`config.mk`:
```
export PLATFORM = sky130hd
export DESIGN_NAME = aer_tx_scheduler
export DESIGN_NICKNAME = d
export VERILOG_FILES = /design/src/rtl/aer_pkg.sv /design/src/rtl/aer_rr_picker.sv /design/src/rtl/aer_tx_scheduler.sv
export SDC_FILE = /design/constraint.sdc
export NUM_CORES = 1
export LEC_CHECK = 0
export CORE_ASPECT_RATIO = 1.2
export CORE_MARGIN = 5
export CORE_UTILIZATION = 54
export DETAILED_ROUTE_END_ITERATION = 16
export GPL_TIMING_DRIVEN = 1
export PLACE_DENSITY = 0.77
export SLEW_MARGIN = 5
export SYNTH_ARGS = -nofsm -noshare
export SYNTH_HDL_FRONTEND = slang
export SYNTH_HIERARCHICAL = 1
export SYNTH_SLANG_ARGS = --single-unit
export TNS_END_PERCENT = 5
```
`constraint.sdc`:
```
create_clock -name clk -period 5.3 [get_ports clk]
set_input_delay 1.59 -clock clk [delete_from_list [all_inputs] [get_ports clk]]
set_output_delay 1.59 -clock clk [all_outputs]
set_load 0.05 [all_outputs]
```
`src/rtl/aer_pkg.sv`:
```
// Shared types and helpers for the AER transmit scheduler: FSM state encoding,
// address width derivation and {channel, polarity} address packing.
package aer_pkg;

  typedef enum logic [1:0] {
    IDLE    = 2'd0,
    SETUP   = 2'd1,
    REQ     = 2'd2,
    RELEASE = 2'd3
  } aer_state_e;

  // One address bit per channel-index bit plus one polarity bit.
  function automatic int aer_addr_width(input int nch);
    return $clog2(nch) + 1;
  endfunction

  // Source index and bus address share the same {ch, pol} packing.
  function automatic int aer_pack_addr(input int ch, input logic pol);
    return 2 * ch + int'(pol);
  endfunction

endpackage

```
`src/rtl/aer_rr_picker.sv`:
```
// Combinational round-robin search: first pending source at rr, rr+1, ...
// with wrap-around.
module aer_rr_picker
  import aer_pkg::*;
#(
  parameter int NS = 4,
  parameter int IW = 2
) (
  input  logic [NS-1:0] pending,
  input  logic [IW-1:0] rr,
  output logic          gnt_valid,
  output logic [IW-1:0] gnt_idx
);

  // NOTE: every output gets a default before the search so no path leaves it
  // unassigned, which would otherwise infer a latch.
  always_comb begin
    gnt_valid = 1'b0;
    gnt_idx   = '0;
    // Upper segment first: indices at or above the pointer.
    for (int i = 0; i < NS; i++) begin
      if (!gnt_valid && pending[i] && (IW'(i) >= rr)) begin
        gnt_valid = 1'b1;
        gnt_idx   = IW'(i);
      end
    end
    // Nothing at or above rr: the wrapped answer is the lowest pending index.
    for (int i = 0; i < NS; i++) begin
      if (!gnt_valid && pending[i]) begin
        gnt_valid = 1'b1;
        gnt_idx   = IW'(i);
      end
    end
  end

endmodule

```
`src/rtl/aer_tx_scheduler.sv`:
```
// Synchronous AER transmit scheduler: latches up/down spike edges per channel
// and serves them round-robin over one 4-phase req/ack link.
module aer_tx_scheduler
  import aer_pkg::*;
#(
  parameter  int NCH     = 2,
  parameter  int TIMEOUT = 1024,
  parameter  int CW      = 8,
  localparam int AW      = aer_addr_width(NCH)
) (
  input  logic           clk,
  input  logic           reset,
  input  logic [NCH-1:0] up_in,
  input  logic [NCH-1:0] down_in,
  input  logic           aer_ack,
  output logic           aer_req,
  output logic [AW-1:0]  aer_addr,
  output logic           busy,
  output logic           timeout_err,
  output logic [CW-1:0]  drop_count
);

  localparam int NS = 2 * NCH;
  localparam int TW = $clog2(TIMEOUT + 1);

  logic [NCH-1:0] up_meta_q, up_sync_q, up_prev_q;
  logic [NCH-1:0] dn_meta_q, dn_sync_q, dn_prev_q;
  logic           ack_meta_q, ack_sync_q;

  aer_state_e     state_q, state_d;
  logic [NS-1:0]  pending_q, pending_d;
  logic [AW-1:0]  rr_q, rr_d;
  logic [AW-1:0]  addr_q, addr_d;
  logic           req_q, req_d;
  logic [TW-1:0]  timer_q, timer_d;
  logic           terr_q, terr_d;
  logic [CW-1:0]  drop_q, drop_d;

  logic [NS-1:0]  src_rise, grant_mask, overrun;
  logic           gnt_valid;
  logic [AW-1:0]  gnt_idx, next_rr;
  logic           timer_done;

  // NOTE: sequential state uses non-blocking assignments so every flop samples
  // the pre-edge value of its neighbours, as the synchronizer chain relies on.
  always_ff @(posedge clk or posedge reset) begin
    if (reset) begin
      up_meta_q  <= '0;
      up_sync_q  <= '0;
      up_prev_q  <= '0;
      dn_meta_q  <= '0;
      dn_sync_q  <= '0;
      dn_prev_q  <= '0;
      ack_meta_q <= 1'b0;
      ack_sync_q <= 1'b0;
    end else begin
      up_meta_q  <= up_in;
      up_sync_q  <= up_meta_q;
      up_prev_q  <= up_sync_q;
      dn_meta_q  <= down_in;
      dn_sync_q  <= dn_meta_q;
      dn_prev_q  <= dn_sync_q;
      ack_meta_q <= aer_ack;
      ack_sync_q <= ack_meta_q;
    end
  end

  always_comb begin
    src_rise = '0;
    for (int ch = 0; ch < NCH; ch++) begin
      src_rise[aer_pack_addr(ch, 1'b1)] = up_sync_q[ch] & ~up_prev_q[ch];
      src_rise[aer_pack_addr(ch, 1'b0)] = dn_sync_q[ch] & ~dn_prev_q[ch];
    end
  end

  aer_rr_picker #(
    .NS (NS),
    .IW (AW)
  ) u_picker (
    .pending   (pending_q),
    .rr        (rr_q),
    .gnt_valid (gnt_valid),
    .gnt_idx   (gnt_idx)
  );

  // A rise on the source being granted this cycle re-arms it instead of
  // counting as an overrun.
  always_comb begin
    grant_mask = '0;
    if (state_q == IDLE && gnt_valid) grant_mask = NS'(1) << gnt_idx;
    overrun   = src_rise & pending_q & ~grant_mask;
    pending_d = (pending_q & ~grant_mask) | src_rise;
    drop_d    = drop_q;
    for (int s = 0; s < NS; s++) begin
      if (overrun[s] && drop_d != '1) drop_d = drop_d + 1'b1;
    end
  end

  assign next_rr    = (addr_q == AW'(NS - 1)) ? '0 : addr_q + 1'b1;
  // timer_q counts completed waiting cycles; TIMEOUT-1 here means this is the
  // TIMEOUT-th cycle spent in the current phase.
  assign timer_done = (timer_q == TW'(TIMEOUT - 1));

  always_comb begin
    state_d = state_q;
    addr_d  = addr_q;
    req_d   = req_q;
    timer_d = timer_q;
    rr_d    = rr_q;
    terr_d  = terr_q;
    unique case (state_q)
      IDLE: begin
        if (gnt_valid) begin
          addr_d  = gnt_idx;
          state_d = SETUP;
        end
      end
      SETUP: begin
        req_d   = 1'b1;
        timer_d = '0;
        state_d = REQ;
      end
      REQ: begin
        if (ack_sync_q) begin
          req_d   = 1'b0;
          timer_d = '0;
          state_d = RELEASE;
        end else if (timer_done) begin
          req_d   = 1'b0;
          terr_d  = 1'b1;
          rr_d    = next_rr;
          state_d = IDLE;
        end else begin
          timer_d = timer_q + 1'b1;
        end
      end
      RELEASE: begin
        if (!ack_sync_q || timer_done) begin
          terr_d  = terr_q | ack_sync_q;
          rr_d    = next_rr;
          state_d = IDLE;
        end else begin
          timer_d = timer_q + 1'b1;
        end
      end
      default: state_d = IDLE;
    endcase
  end

  always_ff @(posedge clk or posedge reset) begin
    if (reset) begin
      state_q   <= IDLE;
      pending_q <= '0;
      rr_q      <= '0;
      addr_q    <= '0;
      req_q     <= 1'b0;
      timer_q   <= '0;
      terr_q    <= 1'b0;
      drop_q    <= '0;
    end else begin
      state_q   <= state_d;
      pending_q <= pending_d;
      rr_q      <= rr_d;
      addr_q    <= addr_d;
      req_q     <= req_d;
      timer_q   <= timer_d;
      terr_q    <= terr_d;
      drop_q    <= drop_d;
    end
  end

  assign aer_req     = req_q;
  assign aer_addr    = addr_q;
  assign busy        = (state_q != IDLE);
  assign timeout_err = terr_q;
  assign drop_count  = drop_q;

endmodule

```
==> out/qor.txt, run 1 <==
RUN STATUS
-------------------------------------------------------------------------------------
Result of the run ...................................................... finished clean

SETUP PATH
-------------------------------------------------------------------------------------
Arrival time of the worst setup path ...................................      5.27 ns
Crit path capture type .................................................    flip-flop
Crit Path Category ..................................................... flip-flop to flip-flop
Count of buffer and inverter cells on the critical path ................            4
Data required time of the worst path ...................................      5.54 ns
Top Family by Delay on Critical Path ................................... simple AND/OR/NAND/NOR gates
Maximum fanout along the worst path ....................................            7
Nature of the critical path startpoint .................................    flip-flop
List of cells traversed by the critical path ........................... or4_1, or3b_1, o311a_4, nand2_1, xor2_1, inv_1, ha_2, inv_1, nor4_1, a41oi_2, mux2_2, ha_2, inv_1, o31ai_2, nand4_1, buf_4, o21ai_4, mux2_2, nand4_1, mux2i_1
Crit-path max cell delay ...............................................      0.57 ns
CP max stage cell ...................................................... sky130_fd_sc_hd__or4_1
Crit-path most repeated cell ........................................... sky130_fd_sc_hd__inv_1

FINISH
-------------------------------------------------------------------------------------
Top library cells by usage in the layout, fill and taps aside .......... sky130_fd_sc_hd__dfrtp_1, sky130_fd_sc_hd__nand2_1, sky130_fd_sc_hd__nor2_1
Proportion of layout cells with a drive suffix above 1 .................        14.8%
Final core area utilization ............................................        64.8%
Filler-free cell count of the finished design ..........................          428
Fill count .............................................................          430
Diode insertion count for antenna repair ...............................            0
Leading cell type in the layout, fill and taps excluded ................ sky130_fd_sc_hd__dfrtp_1
Nets ...................................................................          377
Area growth syn-to-layout ..............................................        15.7%

STA
-------------------------------------------------------------------------------------
Slew at the pin closest to its max-slew limit ..........................     0.886 ns
Final hold vios ........................................................            0
RSZ-0062 raised after global routing ...................................        false
Achievable frequency ...................................................    0.199 GHz
Hold WS ................................................................     0.356 ns
Setup Skew .............................................................   0.00923 ns
Number of setup violations in the final report .........................            0
Slew Limit Fails .......................................................            0
Final min period .......................................................      5.03 ns
Setup_tns ..............................................................         0 ns
Final critical-path share of the clock period ..........................        94.9%
Tightest slew margin relative to the limit .............................        40.8%

POWER AND IR DROP
-------------------------------------------------------------------------------------
Flop pwr share .........................................................        25.2%
Relative contribution of combinational cells to total power ............        62.0%
Overall Power ..........................................................    0.00214 W
Share of power burned in the clock network .............................        12.9%
Peak supply drop .......................................................     0.387 mV
Total net switching power ..............................................    0.00107 W
Switching part of the total ............................................        49.9%
Internal Dissipation ...................................................    0.00107 W
Pwr per Cell Area ......................................................   619 nW/um2
Lkg Pwr ................................................................      1.42 nW

GLOBAL ROUTING
-------------------------------------------------------------------------------------
Sum of overflow across all layers after global routing .................            0
Largest net degree at the start of global routing ......................           46
Wire length of the first global-routing pass ...........................      12.1 mm
Via count of the first global-routing pass .............................         2574
Number of antenna violations at the first check in global routing ......            0
Overall routing resource usage .........................................        20.7%

DRT
-------------------------------------------------------------------------------------
Top layer used by detailed routing .....................................         met4
Count of routing violations after the opening detailed-route iteration .          147
Vias per Instance ......................................................         6.35
DR vias ................................................................         2717
Detailed-router iteration count before antenna repair ..................            5
Final Routed Wirelength ................................................      7.10 mm
DR WL met2 .............................................................      3.61 mm
Wire length on met3 ....................................................       328 um
Wire length the detailed router placed on met1 .........................      2.94 mm
Final routed wire length divided by cell count .........................      16.6 um
Post-route antenna net violation count .................................            0
DRC violations left ....................................................            0

PLACE
-------------------------------------------------------------------------------------
Placed wire-length estimate after detailed placement ...................      5.40 mm
Port Buffers ...........................................................           19
Number of instances in the placed design ...............................          416
Routability congestion estimate ........................................        0.971

CTS
-------------------------------------------------------------------------------------
Clock Sinks ............................................................           45
H-Tree Level Count .....................................................            2
Insertion delay to the later sink of the worst-skew pair ...............      0.31 ns
Clock slew at reported path FFs ........................................      0.09 ns
Clock Tree Buf Depth ...................................................            2
CTS tree ...............................................................        built
Cts bufs inserted ......................................................            5
Cell at the root of the clock tree ..................................... sky130_fd_sc_hd__clkbuf_8

SYNTHESIS
-------------------------------------------------------------------------------------
Prevailing post-synth register cell .................................... sky130_fd_sc_hd__dfrtp_1
Portion of the post-synthesis area used by sequential elements .........        37.7%
Unique cell type count in the Yosys netlist ............................           63
Post-synthesis instance area ...........................................     2990 um2
Average instance area after synthesis ..................................     9.00 um2
Post-synth EDFFs .......................................................            0
Net count after synthesis ..............................................          344
Post-synthesis sequential element count ................................           45
Ys async rst share .....................................................         100%
Warnings, synthesis ....................................................            6
Cells after synthesis ..................................................          332

DIE
-------------------------------------------------------------------------------------
Placeable core region ..................................................     5330 um2
Die Height .............................................................      91.5 um
Placement Rows .........................................................           29
Initial Utilization ....................................................        56.0%
Die Area ...............................................................     7130 um2
Io pins ................................................................           20
Chip Width .............................................................      77.9 um

WORST HOLD PATH
-------------------------------------------------------------------------------------
Tightest Hold Check Type ............................................... flip-flop to flip-flop

RUN
-------------------------------------------------------------------------------------
Max Cap Viol ...........................................................            0

==> repair_timing <==
item | 4_1_cts | 5_1_grt
resized for setup | 0 | 6
endpoints found under the setup margin | 0 | 8
hold buffers | 0 | 0
setup buffers | 0 | 4
==> metal layers <==
layer | vias up | track usage (%)
met2 | 90 | 35.2
met1 | 1298 | 25.6
met3 | 17 | 2.67
met4 | 0 | 9.72
li1 | 1312 | -
met5 | - | 0
==> stage by stage <==
step                      setup slack, ns  area [um2]
after global routing               0.0169        3460
after global placement              0.345        3290
after detailed placement            0.133        3290
final                               0.269        3460
after CTS                           0.122        3410
after floorplan                     0.180        2990
==> cell families (layout without fill, tap and decap cells) <==
family | count (synthesis) | after routing | share of synthesized area, %
XOR/XNOR | 16 | 16 | 4.94
AO/OA/AOI/OAI | 86 | 86 | 21.6
AND/OR/NAND/NOR | 147 | 147 | 25.4
buffers and inverters | 16 | 50 | 2.34
flip-flops | 45 | 45 | 37.7
adder cells (fa/ha/maj) | 5 | 5 | 2.09
multiplexers | 17 | 17 | 5.99
==> sequential cells by signal, summed over array words and instances (netlist names) <==
signal       cells
timer_q         11
drop_count       8
pending_q        4
aer_addr         2
dn_meta_q        2
dn_prev_q        2
dn_sync_q        2
rr_q             2
state_q          2
up_meta_q        2
up_prev_q        2
up_sync_q        2
ack_meta_q       1
ack_sync_q       1
aer_req          1
timeout_err      1
==> synthesized netlist by cell type (all sizes together), types with 3 or more instances <==
library cell	number	area, um2
a21oi	20	100
mux2	7	78.8
a31oi	8	50.1
nor2b	3	18.8
inv	11	41.3
o31a	3	26.3
o2111a	3	33.8
and3	9	56.3
nor4	5	31.3
or2	6	37.5
nor3	6	40.0
clkbuf	3	12.5
nand4	10	62.6
mux2i	10	100
a311oi	3	26.3
o21ai	16	83.8
or4	3	26.3
o31ai	3	22.5
nand3	17	85.1
o211ai	3	22.5
dfrtp	45	1130
xnor2	5	43.8
a41oi	3	33.8
nand2	42	158
nor2	28	105
xor2	11	104
o21bai	3	22.5
ha	5	62.6
nand2b	9	56.3
==> worst paths after layout <==
path | start | endpoint | slack, ns | cells past startpoint
min | dn_meta_q[0] | dn_sync_q[0] | 0.36 | 0
max in group asynchronous | reset | pending_q[0] | 2.89 | 2
min reg2reg | dn_meta_q[0] | dn_sync_q[0] | 0.36 | 0
max reg2reg | pending_q[1] | drop_count[6] | 0.27 | 20
max | pending_q[1] | drop_count[6] | 0.27 | 20
min in group asynchronous | reset | timer_q[4] | 1.78 | 2
==> final cells by class <==
class | instances | area [um2] | share of cell area, %
clock buffer | 5 | 68.8 | 1.99
clock inverter | 3 | 50.0 | 1.45
inverter | 11 | 41.3 | 1.19
multi-input combinational | 271 | 1810 | 52.4
sequential | 45 | 1130 | 32.6
tap | 62 | 77.6 | 2.24
timing repair buffer | 31 | 280 | 8.11
==> worst register-to-register path, delay by kind of cell, from the launching register on <==
family,cells,cell delay [ns]
compound gates,4,0.96
xor+xnor,1,0.19
fa+ha+maj,2,0.46
buf+inv,4,0.42
flops,1,0.45
mux,3,0.93
simple gates,6,1.55
==> power groups by stage <==
stage / clock network [W] / logic [W] / registers (W)
4_1_cts: 0.000279 / 0.00127 / 0.000537
2_1_floorplan: 0 / 0.000816 / 0.000642
6_report: 0.000275 / 0.00133 / 0.000539
5_1_grt: 0.000295 / 0.00146 / 0.000555
3_5_place_dp: 0 / 0.00126 / 0.000545
3_3_place_gp: 0 / 0.00125 / 0.000542
Note: power is estimated with default switching activity, not from simulation.
==> run 2, diff against run 1 <==
--- a/config.mk
+++ b/config.mk
@@ -11,6 +11,7 @@
 export DETAILED_ROUTE_END_ITERATION = 16
 export GPL_TIMING_DRIVEN = 1
 export PLACE_DENSITY = 0.77
+export RECOVER_POWER = 25
 export SLEW_MARGIN = 5
 export SYNTH_ARGS = -nofsm -noshare
 export SYNTH_HDL_FRONTEND = slang
==> run 2 against run 1 <==
Net effect: clock-buffer cell count unchanged; cell count unchanged; die area stayed put; non-clock buffer count unchanged; combinational power barely moved; first-iteration DRC count grew 5.4%; wire length barely moved; via count shrank 0.18%; critical path type unchanged; sequential share of layout area unchanged; hold slack stayed put; largest power group unchanged; flip-flop and latch count did not move; sequential power hardly changed.
==> out/qor.txt, run 2 (synthesis gave the netlist of run 1 again) <==
RUN STATUS
-------------------------------------------------------------------------------------
Result of the run ...................................................... finished clean

SETUP PATH
-------------------------------------------------------------------------------------
CP max stage cell ...................................................... sky130_fd_sc_hd__or4_1
Count of buffer and inverter cells on the critical path ................            4
Crit-path most repeated cell ........................................... sky130_fd_sc_hd__inv_1
Internal reg-to-reg setup slack ........................................      0.32 ns
Crit Path Category ..................................................... flip-flop to flip-flop
Maximum fanout along the worst path ....................................            7
Logic depth of the worst setup path including buffers ..................           20
Critical R2R Capture ................................................... drop_count[6]
List of cells traversed by the critical path ........................... or4_1, or3b_1, o311a_4, nand2_1, xor2_1, inv_1, ha_2, inv_1, nor4_1, a41oi_2, mux2_2, ha_2, inv_1, o31ai_2, nand4_1, buf_4, o21ai_4, mux2_2, nand4_1, mux2i_1
Number of cells traversed by the worst register-to-register path .......           20
Data required time of the worst path ...................................      5.54 ns
Crit-path max cell delay ...............................................      0.57 ns
Arrival time of the worst setup path ...................................      5.22 ns
Top Family by Delay on Critical Path ................................... simple AND/OR/NAND/NOR gates
Critical path origin ................................................... pending_q[1]
Nature of the critical path startpoint .................................    flip-flop
Endpoint of the worst setup timing path ................................ drop_count[6]
Reg2reg start .......................................................... pending_q[1]
Crit path capture type .................................................    flip-flop

FINISH
-------------------------------------------------------------------------------------
Filler-free cell count of the finished design ..........................          428
Most flops, register ...................................................      timer_q
Area growth syn-to-layout ..............................................        15.7%
Proportion of layout cells with a drive suffix above 1 .................        14.8%
Diode insertion count for antenna repair ...............................            0
Fill count .............................................................          430
Largest register FFs ...................................................           11
Leading cell type in the layout, fill and taps excluded ................ sky130_fd_sc_hd__dfrtp_1
Final core area utilization ............................................        64.8%
Nets ...................................................................          377
Top library cells by usage in the layout, fill and taps aside .......... sky130_fd_sc_hd__dfrtp_1, sky130_fd_sc_hd__nand2_1, sky130_fd_sc_hd__nor2_1

WORST HOLD PATH
-------------------------------------------------------------------------------------
Tightest Hold Check Type ............................................... flip-flop to flip-flop

STA
-------------------------------------------------------------------------------------
Final min period .......................................................      4.98 ns
Slew Limit Fails .......................................................            0
Final hold vios ........................................................            0
Slew at the pin closest to its max-slew limit ..........................     0.885 ns
RSZ-0062 raised after global routing ...................................        false
Final critical-path share of the clock period ..........................        94.0%
Number of setup violations in the final report .........................            0
Setup ws final .........................................................     0.319 ns
Setup_tns ..............................................................         0 ns
Achievable frequency ...................................................    0.201 GHz
Setup Skew .............................................................   0.00924 ns
Tightest slew margin relative to the limit .............................        40.9%

PLACE
-------------------------------------------------------------------------------------
DP Worst Slack .........................................................     0.133 ns
Number of instances in the placed design ...............................          416
Placed wire-length estimate after detailed placement ...................      5.40 mm
Routability congestion estimate ........................................        0.971
Port Buffers ...........................................................           19

POWER AND IR DROP
-------------------------------------------------------------------------------------
Pwr per Cell Area ......................................................   619 nW/um2
Switching part of the total ............................................        49.9%
Lkg Pwr ................................................................      1.42 nW
Share of power burned in the clock network .............................        12.8%
Internal Dissipation ...................................................    0.00107 W
Total net switching power ..............................................    0.00107 W
Relative contribution of combinational cells to total power ............        62.0%
Peak supply drop .......................................................     0.389 mV
Flop pwr share .........................................................        25.2%

DIE
-------------------------------------------------------------------------------------
Die Height .............................................................      91.5 um
Io pins ................................................................           20
Chip Width .............................................................      77.9 um
Placement Rows .........................................................           29
Placeable core region ..................................................     5330 um2
Die Area ...............................................................     7130 um2
Initial Utilization ....................................................        56.0%

DRT
-------------------------------------------------------------------------------------
DR WL met2 .............................................................      3.60 mm
Detailed-router iteration count before antenna repair ..................            5
Vias per Instance ......................................................         6.34
DRC violations left ....................................................            0
Final routed wire length divided by cell count .........................      16.6 um
Wire length the detailed router placed on met1 .........................      2.98 mm
DR vias ................................................................         2712
Post-route antenna net violation count .................................            0
Final Routed Wirelength ................................................      7.09 mm
Top layer used by detailed routing .....................................         met4
Count of routing violations after the opening detailed-route iteration .          155
Wire length on met3 ....................................................       289 um

CTS
-------------------------------------------------------------------------------------
Cts bufs inserted ......................................................            5
H-Tree Level Count .....................................................            2
Insertion delay to the later sink of the worst-skew pair ...............      0.31 ns
Cell at the root of the clock tree ..................................... sky130_fd_sc_hd__clkbuf_8
Clock slew at reported path FFs ........................................      0.09 ns
CTS tree ...............................................................        built
Clock Sinks ............................................................           45
Clock Tree Buf Depth ...................................................            2

GLOBAL ROUTING
-------------------------------------------------------------------------------------
Via count of the first global-routing pass .............................         2574
Largest net degree at the start of global routing ......................           46
Overall routing resource usage .........................................        20.7%
Number of antenna violations at the first check in global routing ......            0
Sum of overflow across all layers after global routing .................            0
Wire length of the first global-routing pass ...........................      12.1 mm

RUN
-------------------------------------------------------------------------------------
Max Cap Viol ...........................................................            0

-- run 2: layout make-up --
| type | instances | area, um2 | share of cell area, % |
|---|---|---|---|
| clock buffers | 5 | 68.8 | 1.99 |
| well taps | 62 | 77.6 | 2.24 |
| inverters | 11 | 41.3 | 1.19 |
| flip-flops and latches | 45 | 1130 | 32.6 |
| clock inverters | 3 | 50.0 | 1.45 |
| repair buffers | 31 | 280 | 8.11 |
| multi-input cells | 271 | 1810 | 52.4 |
-- run 2: timing repair --
item | 4_1_cts | 5_1_grt
setup endpoints to repair | 0 | 8
endpoints found under the hold margin | 0 | 0
setup buffers | 0 | 4
hold buffers | 0 | 0
resized for setup | 0 | 6
-- run 2: worst min-delay path by stage --
stage                   endpoint    startpoint  cells after the start
floorplan             ack_sync_q    ack_meta_q                      0
detailed placement  dn_sync_q[1]  dn_meta_q[1]                      0
finish              dn_sync_q[0]  dn_meta_q[0]                      0
CTS                 dn_sync_q[1]  dn_meta_q[1]                      0
global placement    up_sync_q[0]  up_meta_q[0]                      0
global route        dn_sync_q[0]  dn_meta_q[0]                      0
-- run 2: per-stage QoR --
step	area, um2	hold slack [ns]	total power (W)
5_1_grt	3460	0.363	0.00231
3_5_place_dp	3290	0.336	0.00181
3_3_place_gp	3290	0.335	0.00180
2_1_floorplan	2990	0.331	0.00146
6_report	3460	0.356	0.00214
4_1_cts	3410	0.357	0.00209
-- run 2: power by group through the flow --
| stage | Sequential, W | Combinational [W] | Clock (W) |
|---|---|---|---|
| global route | 0.000555 | 0.00146 | 0.000295 |
| CTS | 0.000537 | 0.00127 | 0.000279 |
| floorplan | 0.000642 | 0.000816 | 0 |
| global placement | 0.000542 | 0.00125 | 0 |
| detailed placement | 0.000545 | 0.00126 | 0 |
| finish | 0.000539 | 0.00133 | 0.000275 |
-- run 2: per-layer routing --
layer	vias up	GRT usage, %
met1	1297	25.6
met2	87	35.2
met4	0	9.72
met5	-	0
met3	17	2.67
li1	1311	-
